## src/rtl/hall_pkg.sv

```systemverilog
// Hall sensor package: sector encoding, direction constants and the sector decode helpers.
// Latency: none (pure constants and functions).
// Backpressure: none.
package hall_pkg;

    // Illegal Hall codes: all sensors low or all sensors high.
    localparam logic [2:0] HALL_ILL_LO = 3'b000;
    localparam logic [2:0] HALL_ILL_HI = 3'b111;

    // Sector numbering for the 6-step commutation sequence.
    localparam logic [2:0] SEC_0 = 3'd0;
    localparam logic [2:0] SEC_1 = 3'd1;
    localparam logic [2:0] SEC_2 = 3'd2;
    localparam logic [2:0] SEC_3 = 3'd3;
    localparam logic [2:0] SEC_4 = 3'd4;
    localparam logic [2:0] SEC_5 = 3'd5;

    localparam logic DIR_FWD = 1'b1;
    localparam logic DIR_REV = 1'b0;

    typedef struct packed {
        logic       legal;
        logic [2:0] sector;
    } hall_dec_t;

    // Filtered {C,B,A} to sector; every 3-bit code is listed so no default is needed.
    function automatic hall_dec_t hall_decode(input logic [2:0] h);
        hall_dec_t d;
        d.legal  = 1'b1;
        d.sector = SEC_0;
        case (h)
            3'b001:      d.sector = SEC_0;
            3'b011:      d.sector = SEC_1;
            3'b010:      d.sector = SEC_2;
            3'b110:      d.sector = SEC_3;
            3'b100:      d.sector = SEC_4;
            3'b101:      d.sector = SEC_5;
            HALL_ILL_LO: d.legal  = 1'b0;
            HALL_ILL_HI: d.legal  = 1'b0;
        endcase
        return d;
    endfunction

    function automatic logic [2:0] sector_next(input logic [2:0] s);
        return (s == SEC_5) ? SEC_0 : s + 3'd1;
    endfunction

    function automatic logic [2:0] sector_prev(input logic [2:0] s);
        return (s == SEC_0) ? SEC_5 : s - 3'd1;
    endfunction

endpackage

```

## src/rtl/hall_filter.sv

```systemverilog
// Hall input conditioner: 2-FF synchroniser per bit followed by a FILT_LEN-sample debounce.
// Latency: 2 + FILT_LEN cycles from a stable raw change to filt_o.
// Backpressure: none; samples every cycle.
//
// Ports:
//   CLK     - system clock, rising edge
//   RST     - asynchronous active-low reset
//   hall_i  - raw {C,B,A} Hall inputs, asynchronous to CLK
//   filt_o  - debounced Hall state
module hall_filter #(
    parameter int FILT_LEN = 3
) (
    input  logic       CLK,
    input  logic       RST,
    input  logic [2:0] hall_i,
    output logic [2:0] filt_o
);

    localparam int RUN_W = $clog2(FILT_LEN + 1);
    localparam logic [RUN_W-1:0] RUN_MAX = RUN_W'(FILT_LEN);

    logic [2:0]       sync1_q, sync2_q;
    logic [2:0]       samp_q;          // previous synchronised sample
    logic [RUN_W-1:0] run_q, run_d;    // consecutive equal samples ending at sync2_q
    logic [2:0]       filt_q, filt_d;

    // Run length saturates at FILT_LEN so it never wraps on a long stable level.
    always_comb begin
        if (sync2_q == samp_q) begin
            run_d = (run_q == RUN_MAX) ? run_q : run_q + RUN_W'(1);
        end else begin
            run_d = RUN_W'(1);
        end
        filt_d = (run_d == RUN_MAX) ? sync2_q : filt_q;
    end

    always_ff @(posedge CLK or negedge RST) begin
        if (!RST) begin
            sync1_q <= 3'b000;
            sync2_q <= 3'b000;
            samp_q  <= 3'b000;
            run_q   <= '0;
            filt_q  <= 3'b000;
        end else begin
            sync1_q <= hall_i;
            sync2_q <= sync1_q;
            samp_q  <= sync2_q;
            run_q   <= run_d;
            filt_q  <= filt_d;
        end
    end

    assign filt_o = filt_q;

endmodule

```

## src/rtl/hall_speed_encoder.sv

```systemverilog
// Hall front end: sector decode, direction, wrapping position and gated speed measurement.
// Latency: 3 + FILT_LEN cycles from a Hall change to sector/pos/dir/hall_err; speed strobes one cycle after the terminal gate cycle.
// Backpressure: none; speed_valid is a strobe with no handshake.
//
// Ports:
//   CLK, RST     - clock and asynchronous active-low reset
//   H            - raw Hall inputs {C,B,A}
//   en           - enable for the speed measurement only
//   gate_len     - gate window length in cycles (0 treated as 1)
//   sector, dir, pos       - decoded sector, last direction, position count
//   speed, speed_valid, speed_ovf - last window count, update strobe, saturation flag
//   hall_err     - one-cycle pulse on an illegal code or a skipped sector
module hall_speed_encoder
    import hall_pkg::*;
#(
    parameter int CNT_W    = 8,
    parameter int GATE_W   = 16,
    parameter int FILT_LEN = 3
) (
    input  logic              CLK,
    input  logic              RST,
    input  logic [2:0]        H,
    input  logic              en,
    input  logic [GATE_W-1:0] gate_len,
    output logic [2:0]        sector,
    output logic              dir,
    output logic [CNT_W-1:0]  pos,
    output logic [CNT_W-1:0]  speed,
    output logic              speed_valid,
    output logic              speed_ovf,
    output logic              hall_err
);

    logic [2:0] filt;

    hall_filter #(
        .FILT_LEN (FILT_LEN)
    ) u_filter (
        .CLK    (CLK),
        .RST    (RST),
        .hall_i (H),
        .filt_o (filt)
    );

    // ------------------------------------------------------------------
    // Decode / position tracking
    // ------------------------------------------------------------------
    logic [2:0]       sector_q, sector_d;
    logic             dir_q, dir_d;
    logic [CNT_W-1:0] pos_q, pos_d;
    logic             err_q, err_d;
    logic             prev_vld_q, prev_vld_d;  // sector_q holds a real previous legal state
    logic [2:0]       last_q;                  // filtered code seen last cycle
    logic             step;                    // one valid single-sector transition this cycle
    hall_dec_t        dec;

    always_comb begin
        dec        = hall_decode(filt);
        sector_d   = sector_q;
        dir_d      = dir_q;
        pos_d      = pos_q;
        err_d      = 1'b0;
        prev_vld_d = prev_vld_q;
        step       = 1'b0;

        if (!dec.legal) begin
            // Only the entry into an illegal code is flagged, not every cycle it persists.
            err_d      = (filt != last_q);
            prev_vld_d = 1'b0;
        end else if (!prev_vld_q) begin
            // No trusted reference yet: adopt the sector without counting.
            sector_d   = dec.sector;
            prev_vld_d = 1'b1;
        end else if (dec.sector != sector_q) begin
            sector_d = dec.sector;
            if (dec.sector == sector_next(sector_q)) begin
                pos_d = pos_q + CNT_W'(1);
                dir_d = DIR_FWD;
                step  = 1'b1;
            end else if (dec.sector == sector_prev(sector_q)) begin
                pos_d = pos_q - CNT_W'(1);
                dir_d = DIR_REV;
                step  = 1'b1;
            end else begin
                err_d = 1'b1;
            end
        end
    end

    // ------------------------------------------------------------------
    // Gate window / speed measurement
    // ------------------------------------------------------------------
    logic [GATE_W-1:0] gate_cnt_q, gate_cnt_d;
    logic [GATE_W-1:0] gate_last;
    logic [CNT_W-1:0]  edge_cnt_q, edge_cnt_d, edge_sum;
    logic              ovf_q, ovf_d, ovf_sum;
    logic [CNT_W-1:0]  speed_q, speed_d;
    logic              speed_ovf_q, speed_ovf_d;
    logic              speed_vld_q, speed_vld_d;
    logic              edge_full;

    always_comb begin
        // A zero length behaves as one so every cycle closes a window.
        gate_last = (gate_len == '0) ? '0 : gate_len - GATE_W'(1);

        // Count including this cycle's transition, saturating at all-ones.
        edge_full = &edge_cnt_q;
        edge_sum  = edge_full ? edge_cnt_q : edge_cnt_q + CNT_W'(step);
        ovf_sum   = ovf_q | (edge_full & step);

        gate_cnt_d  = gate_cnt_q;
        edge_cnt_d  = edge_cnt_q;
        ovf_d       = ovf_q;
        speed_d     = speed_q;
        speed_ovf_d = speed_ovf_q;
        speed_vld_d = 1'b0;

        if (!en) begin
            gate_cnt_d = '0;
            edge_cnt_d = '0;
            ovf_d      = 1'b0;
        end else if (gate_cnt_q >= gate_last) begin
            // >= rather than == so a shrunk gate_len closes the window at once.
            speed_d     = edge_sum;
            speed_ovf_d = ovf_sum;
            speed_vld_d = 1'b1;
            gate_cnt_d  = '0;
            edge_cnt_d  = '0;
            ovf_d       = 1'b0;
        end else begin
            gate_cnt_d = gate_cnt_q + GATE_W'(1);
            edge_cnt_d = edge_sum;
            ovf_d      = ovf_sum;
        end
    end

    always_ff @(posedge CLK or negedge RST) begin
        if (!RST) begin
            sector_q    <= SEC_0;
            dir_q       <= 1'b0;
            pos_q       <= '0;
            err_q       <= 1'b0;
            prev_vld_q  <= 1'b0;
            last_q      <= HALL_ILL_LO;
            gate_cnt_q  <= '0;
            edge_cnt_q  <= '0;
            ovf_q       <= 1'b0;
            speed_q     <= '0;
            speed_ovf_q <= 1'b0;
            speed_vld_q <= 1'b0;
        end else begin
            sector_q    <= sector_d;
            dir_q       <= dir_d;
            pos_q       <= pos_d;
            err_q       <= err_d;
            prev_vld_q  <= prev_vld_d;
            last_q      <= filt;
            gate_cnt_q  <= gate_cnt_d;
            edge_cnt_q  <= edge_cnt_d;
            ovf_q       <= ovf_d;
            speed_q     <= speed_d;
            speed_ovf_q <= speed_ovf_d;
            speed_vld_q <= speed_vld_d;
        end
    end

    assign sector      = sector_q;
    assign dir         = dir_q;
    assign pos         = pos_q;
    assign hall_err    = err_q;
    assign speed       = speed_q;
    assign speed_ovf   = speed_ovf_q;
    assign speed_valid = speed_vld_q;

endmodule

```

## config.mk

```make
export PLATFORM = sky130hd
export DESIGN_NAME = hall_speed_encoder
export DESIGN_NICKNAME = d
export VERILOG_FILES = /design/src/rtl/hall_pkg.sv /design/src/rtl/hall_filter.sv /design/src/rtl/hall_speed_encoder.sv
export SDC_FILE = /design/constraint.sdc
export NUM_CORES = 1
export LEC_CHECK = 0
export ABC_AREA = 0
export BUFFER_PORTS_ARGS = -buffer_cell sky130_fd_sc_hd__buf_2
export CAP_MARGIN = 20
export CELL_PAD_IN_SITES_DETAIL_PLACEMENT = 0
export CELL_PAD_IN_SITES_GLOBAL_PLACEMENT = 1
export CORE_MARGIN = 2
export CORE_UTILIZATION = 49
export CTS_CLUSTER_DIAMETER = 120
export DETAILED_ROUTE_END_ITERATION = 10
export PLACE_DENSITY_LB_ADDON = 0.1
export SYNTH_ARGS = -nofsm -noshare
export SYNTH_HDL_FRONTEND = slang
export SYNTH_SLANG_ARGS = --single-unit
```

## constraint.sdc

```tcl
create_clock -name CLK -period 7.59 [get_ports CLK]
set_clock_uncertainty 0.1 [all_clocks]
set_input_delay 2.277 -clock CLK [delete_from_list [all_inputs] [get_ports CLK]]
set_output_delay 2.277 -clock CLK [all_outputs]
set_load 0.01 [all_outputs]
```

==> impl_metrics.toml, run 1 <==
[sta]
holdWs_ps = 250
relSlewSlack = 0.339
fmax_mhz = 168
setup_viol = 0
post-route-period-util = 0.783
fin_crit_ps = 5950
slew_viol_final = 0
setup_tns_ps = 0
rsz0062_at_grt = "false"
hold_violations = 0
worstMarginPinSlew_ps = 989

[power_and_ir_drop]
p_leak_nw = 2.13
vdd_drop_max_v = 0.000168
cellPowerDensity_nw_per_um2 = 284

[logic_synthesis]
yosys.area.top_type = "dfrtp_1"
synth_ff_type = "dfrtp_1"
avgSynthCellArea_um2 = 10.0
syn_area_um2 = 3900
synth_fp_nets = 439
synth.distinct_cells = 60
synthTopCellsByArea = "dfrtp_1 (42%), ha_1 (8.7%), xor2_1 (5.6%)"
synthesis.instances = 389
ys_ff_latch = 66
yosys_warnings = 0
ys_seq_area_frac = 0.423
synth.top_cell.area_share = 0.423
async_flop_share = 1.00
synth_edf_count = 0

[place]
placed_cells = 522
dpl.hpwl_um = 4990
port_buffers = 44
place_congestion = 0.780

[clocking]
clock_latency_ps = 330
cts-root-buf = "clkbuf_8"
clk_path_buf_depth = 2
postCtsSetupRepairBufs = 0
clkSinkCount = 66
cts_buffers = 9
ctsHoldBuffers = 0
cts_tree = "yes"
cts_resized = 0
htreeDepth = 3
clk_pin_slew_ps = 70

[critical_path]
r2r-end = "pos[6]"
crit_top_cell = "a21oi_1"
end_kind = "register"
cp-start-kind = "input port"
cpLargestDelayFamily = "simple AND/OR/NAND/NOR gates"
critPathMaxStageDelay_ps = 730
cp.arrival_ps = 6070
cp_num_buf_inv = 1
timing.rr.start = "u_filter.filt_o[2]"
critPathMaxFanout = 25
crit_slowest_cell = "nand3_1"
reg2reg_slack_ps = 4070
crit_required_ps = 7710
ff2ff_path_depth = 11
cp_cell_sequence = "buf_2 > nor4_1 > nand4_1 > and2_1 > ha_1 > nor2_1 > a21oi_1 > o41a_1 > o21ai_1 > nand3_1 > a21oi_1"
critPathKind = "in2reg"

[min_path]
holdPathEnd = "u_filter.sync2_q[0]"
min_from = "u_filter.sync1_q[0]"
worstHoldPathType = "reg2reg"
min_path_cells = 0

[global_routing]
grt_max_degree = 67
top_usage_layer = "met2"
grt_util_met1 = 0.249
antenna_found_initial = 0
grt_pass1_vias = 2768
grt_overflow_total = 0
grt_usage = 0.177
use_met2 = 0.274
grt_pass1_wl_um = 12500
met3_usage = 0.0419

[floorplanning]
num_rows = 32
start_util = 0.505
die_y_um = 93.2
dieArea_um2 = 8690
io_pins = 45
core-area_um2 = 7730
die_width_um = 93.2

[drt]
wl_per_cell_um = 12.8
wl_um = 6870
antenna_left = 0
drc = 0
dr_total_vias = 2809
drt_iter0_drc = 150
via_per_inst = 5.22
drtPass1Iterations = 4

[cells_and_area]
final_layout_size_suffix_gt1_frac = 0.183
antenna_cells = 0
nNetsFinal = 482
final_cells = 538
area_growth_pct = 11.5

[flow_run]
drv_cap = 0

[outcome]
status = "finished, final reports clean"
synthesized netlist by cell type, types with 2 or more instances:
cell type / number
a21bo_2: 2
a21o_1: 4
a21oi_1: 17
a22o_1: 2
a31oi_1: 3
and3_1: 9
buf_2: 3
buf_4: 4
buf_6: 2
clkbuf_1: 4
dfrtp_1: 66
ha_1: 27
inv_1: 15
mux2_2: 8
mux2_4: 3
mux2i_1: 9
nand2_1: 31
nand2b_1: 4
nand3_1: 19
nand3b_1: 2
nand4_1: 9
nor2_1: 41
nor2b_1: 3
nor3_1: 10
nor4_1: 4
o211ai_1: 2
o21a_1: 6
o21ai_0: 5
or4_1: 3
xnor2_1: 18
xor2_1: 25
layer usage:
metal / part of all wire / up-vias
li1: - / 1459
met1: 0.52 / 1301
met2: 0.44 / 44
met3: 0.031 / 5
met4: 0.0074 / 0
met5: 0 / -
layout by cell type (no fill, tap or decap), drive strengths merged, types with 2 or more instances in the layout:
cell type / n
mux2i: 9
a21bo: 2
nand4: 9
nor3: 10
o21ai: 7
a21o: 4
mux2: 11
dfrtp: 66
inv: 15
o21a: 6
nand3: 19
nor2b: 3
a22o: 2
nor4: 4
and3: 9
nand3b: 2
ha: 27
a31oi: 3
nand2: 32
a21oi: 18
xnor2: 18
o211ai: 3
nand2b: 4
clkbuf: 13
or4: 3
buf: 46
nor2: 42
xor2: 25
power breakdown:
| group | total [mW] | internal [mW] | switching [mW] |
|---|---|---|---|
| logic | 0.487 | 0.239 | 0.248 |
| clock network | 0.259 | 0.134 | 0.124 |
| registers | 0.489 | 0.408 | 0.0807 |
worst max-delay path by stage:
stage	from	endpoint	slack [ps]	depth (start not counted)
2_1_floorplan	gate_len[5]	speed[2]	2510	11
3_3_place_gp	gate_len[5]	edge_cnt_q[3]	1400	11
3_5_place_dp	gate_len[5]	edge_cnt_q[4]	1290	11
4_1_cts	gate_len[5]	edge_cnt_q[4]	1640	11
5_1_grt	gate_len[5]	edge_cnt_q[3]	1250	11
6_report	gate_len[5]	edge_cnt_q[4]	1640	11
state kept, by name, summed over array words and instances (netlist names), 3 cells and up:
signal / flops
u_filter.sync1_q: 3
pos: 8
u_filter.filt_o: 3
u_filter.samp_q: 3
last_q: 3
edge_cnt_q: 8
u_filter.sync2_q: 3
speed: 8
gate_cnt_q: 16
sector: 3
per-stage QoR:
stage | power (mW) | setup slack [ps] | util | area, um^2
6_report | 1.23 | 1640 | 0.563 | 4350
2_1_floorplan | 0.884 | 2510 | - | 3900
3_3_place_gp | 0.978 | 1400 | 0.539 | 4170
3_5_place_dp | 0.985 | 1290 | 0.539 | 4170
4_1_cts | 1.25 | 1640 | 0.562 | 4340
5_1_grt | 1.34 | 1250 | 0.563 | 4350
cell type report:
class,instances,area [um^2]
clock inverters,2,12.5
multi-input cells,294,2100
clock buffers,13,159
well taps,102,128
flip-flops and latches,66,1650
inverters,15,56.3
fillers,691,3380
repair buffers,46,235
cell families (layout without fill, tap and decap cells):
group / after synthesis / in the layout / synth area share
xor+xnor: 43 / 43 / 0.0966
compound gates: 58 / 58 / 0.110
mux: 20 / 20 / 0.0577
simple gates: 145 / 145 / 0.183
flops: 66 / 66 / 0.423
fa+ha+maj: 28 / 28 / 0.0918
buf+inv: 29 / 76 / 0.0369
worst reg2reg max path: cells and delay by family, from the launching register on:
kind	cells	cell delay, ps
AOI/OAI and AO/OA	4	650
adders and majority gates	1	450
xor gates and xnor gates	1	80
muxes	1	250
and+or+nand+nor	4	1100
DFF	1	770
(Power assumes the default switching activity.)
==> run 2, diff against run 1 <==
--- a/config.mk
+++ b/config.mk
@@ -11,7 +11,7 @@
 export CELL_PAD_IN_SITES_DETAIL_PLACEMENT = 0
 export CELL_PAD_IN_SITES_GLOBAL_PLACEMENT = 1
 export CORE_MARGIN = 2
-export CORE_UTILIZATION = 49
+export CORE_UTILIZATION = 46
 export CTS_CLUSTER_DIAMETER = 120
 export DETAILED_ROUTE_END_ITERATION = 10
 export PLACE_DENSITY_LB_ADDON = 0.1
==> constraint.sdc (replaced) <==
create_clock -name CLK -period 5.6 [get_ports CLK]
set_clock_uncertainty 0.1 [all_clocks]
set_input_delay 1.68 -clock CLK [delete_from_list [all_inputs] [get_ports CLK]]
set_output_delay 1.68 -clock CLK [all_outputs]
set_load 0.01 [all_outputs]
==> impl_metrics.toml, run 2 (synthesized netlist as in run 1, its figures left out) <==
[floorplanning]
start_util = 0.475
dieArea_um2 = 9230
core-area_um2 = 8220
num_rows = 33
io_pins = 45
die_width_um = 96.1
die_y_um = 96.1

[global_routing]
grt_max_degree = 67
grt_overflow_total = 0
grt_usage = 0.177
grt_pass1_wl_um = 12800
antenna_found_initial = 0
grt_pass1_vias = 2763

[power_and_ir_drop]
vdd_drop_max_v = 0.000178
p_leak_nw = 2.16
cellPowerDensity_nw_per_um2 = 404

[cells_and_area]
num-fill-cells = 751
largest_register = "gate_cnt_q"
final_common_cell = "dfrtp_1"
seq_area_um2 = 1650
multiInputGateArea_um2 = 2100
mostFrequentLayoutCells = "dfrtp_1 (66), buf_2 (44), nor2_1 (41)"
final_area_um2 = 4410
final_layout_size_suffix_gt1_frac = 0.192
antenna_cells = 0
area_growth_pct = 13.2
largest_reg_flops = 16
nNetsFinal = 483

[critical_path]
end_kind = "register"
critPathKind = "in2reg"
critPathMaxFanout = 16
cp-start-kind = "input port"
cp.arrival_ps = 5230
crit_required_ps = 5760

[drt]
met2_length_um = 3440
dr_total_vias = 2829
drc = 0
met3_wirelength_um = 221
wl_um = 7430
wl_per_cell_um = 13.7
drtPass1Iterations = 4
antenna_left = 0
drt_iter0_drc = 97
routed.top_layer = "met4"
via_per_inst = 5.21
met1_length_um = 3720

[sta]
setup_viol = 0
relSlewSlack = 0.432
fin_crit_ps = 5070
worstMarginPinSlew_ps = 851
rsz0062_at_grt = "false"
fmax_mhz = 197
post-route-period-util = 0.905
setup_tns_ps = 0
hold_violations = 0
slew_viol_final = 0

[clocking]
cts-root-buf = "clkbuf_8"
clock_latency_ps = 330
clk_pin_slew_ps = 80
htreeDepth = 3
clkSinkCount = 66
postCtsSetupRepairBufs = 0
cts_resized = 0
clk_path_buf_depth = 2
cts_buffers = 9
cts_tree = "yes"
ctsHoldBuffers = 0

[min_path]
worstHoldPathType = "reg2reg"

[outcome]
status = "finished, final reports clean"

[flow_run]
drv_cap = 0

[place]
port_buffers = 44
dpl_cell_area_um2 = 4190
place_congestion = 0.829
dpl.hpwl_um = 5300
[run 2: cell types whose count changed in the layout (fill, tap and decap cells not counted), sizes merged]
cell / change
clkbuf: -3
buf: +1
bufinv: +2
clkinv: +2
[run 2: path summary, 6_finish.rpt]
path                                     startpoint                   to  slack, ps  depth (start not counted)
worst max-delay path                    gate_len[5]       gate_cnt_q[10]        530                         12
worst min-delay path            u_filter.sync1_q[2]  u_filter.sync2_q[2]        250                          0
worst max register to register   u_filter.filt_o[2]               pos[6]       2070                         11
worst min register to register  u_filter.sync1_q[2]  u_filter.sync2_q[2]        250                          0
max in group asynchronous                       RST   u_filter.samp_q[0]       3410                          2
min in group asynchronous                       RST             speed[3]       1410                          2
[run 2: cell type report]
| cell class | instances | share of cell area |
|---|---|---|
| multi-input cells | 294 | 0.477 |
| flip-flops and latches | 66 | 0.374 |
| repair buffers | 47 | 0.0550 |
| clock buffers | 10 | 0.0312 |
| well taps | 105 | 0.0298 |
| clock inverters | 6 | 0.0204 |
| inverters | 15 | 0.0128 |
[run 2: per-layer routing]
metal / GRT usage / vias to the layer above
met3: 0.0407 / 5
met4: 0.0440 / 0
met5: 0 / -
met1: 0.239 / 1324
met2: 0.289 / 36
li1: - / 1464
[run 2: worst max-delay path, cell delays in order]
cell and delay (ps):
buf_2 110, nor4_1 620, nand4_1 630, and2_1 390
ha_1 270, nor2_1 90, a21oi_1 70, o41a_1 380
o21ai_1 200, nand3_1 340, buf_4 330, nor2_1 120
[run 2: power by group]
| group | switching, mW | leakage, nW | internal (mW) |
|---|---|---|---|
| clock network | 0.193 | 0.112 | 0.264 |
| logic | 0.335 | 1.20 | 0.324 |
| registers | 0.113 | 0.843 | 0.553 |
[run 2: per-stage QoR]
step | util | hold WS (ps) | setup WS (ps) | instances | power (mW)
6_report | 0.537 | 251 | 531 | 543 | 1.78
5_1_grt | 0.537 | 259 | 59.4 | 543 | 1.93
2_1_floorplan | - | 231 | 1110 | 389 | 1.20
3_3_place_gp | 0.510 | 232 | 357 | 527 | 1.33
4_1_cts | 0.537 | 254 | 571 | 543 | 1.81
3_5_place_dp | 0.510 | 235 | 224 | 527 | 1.34
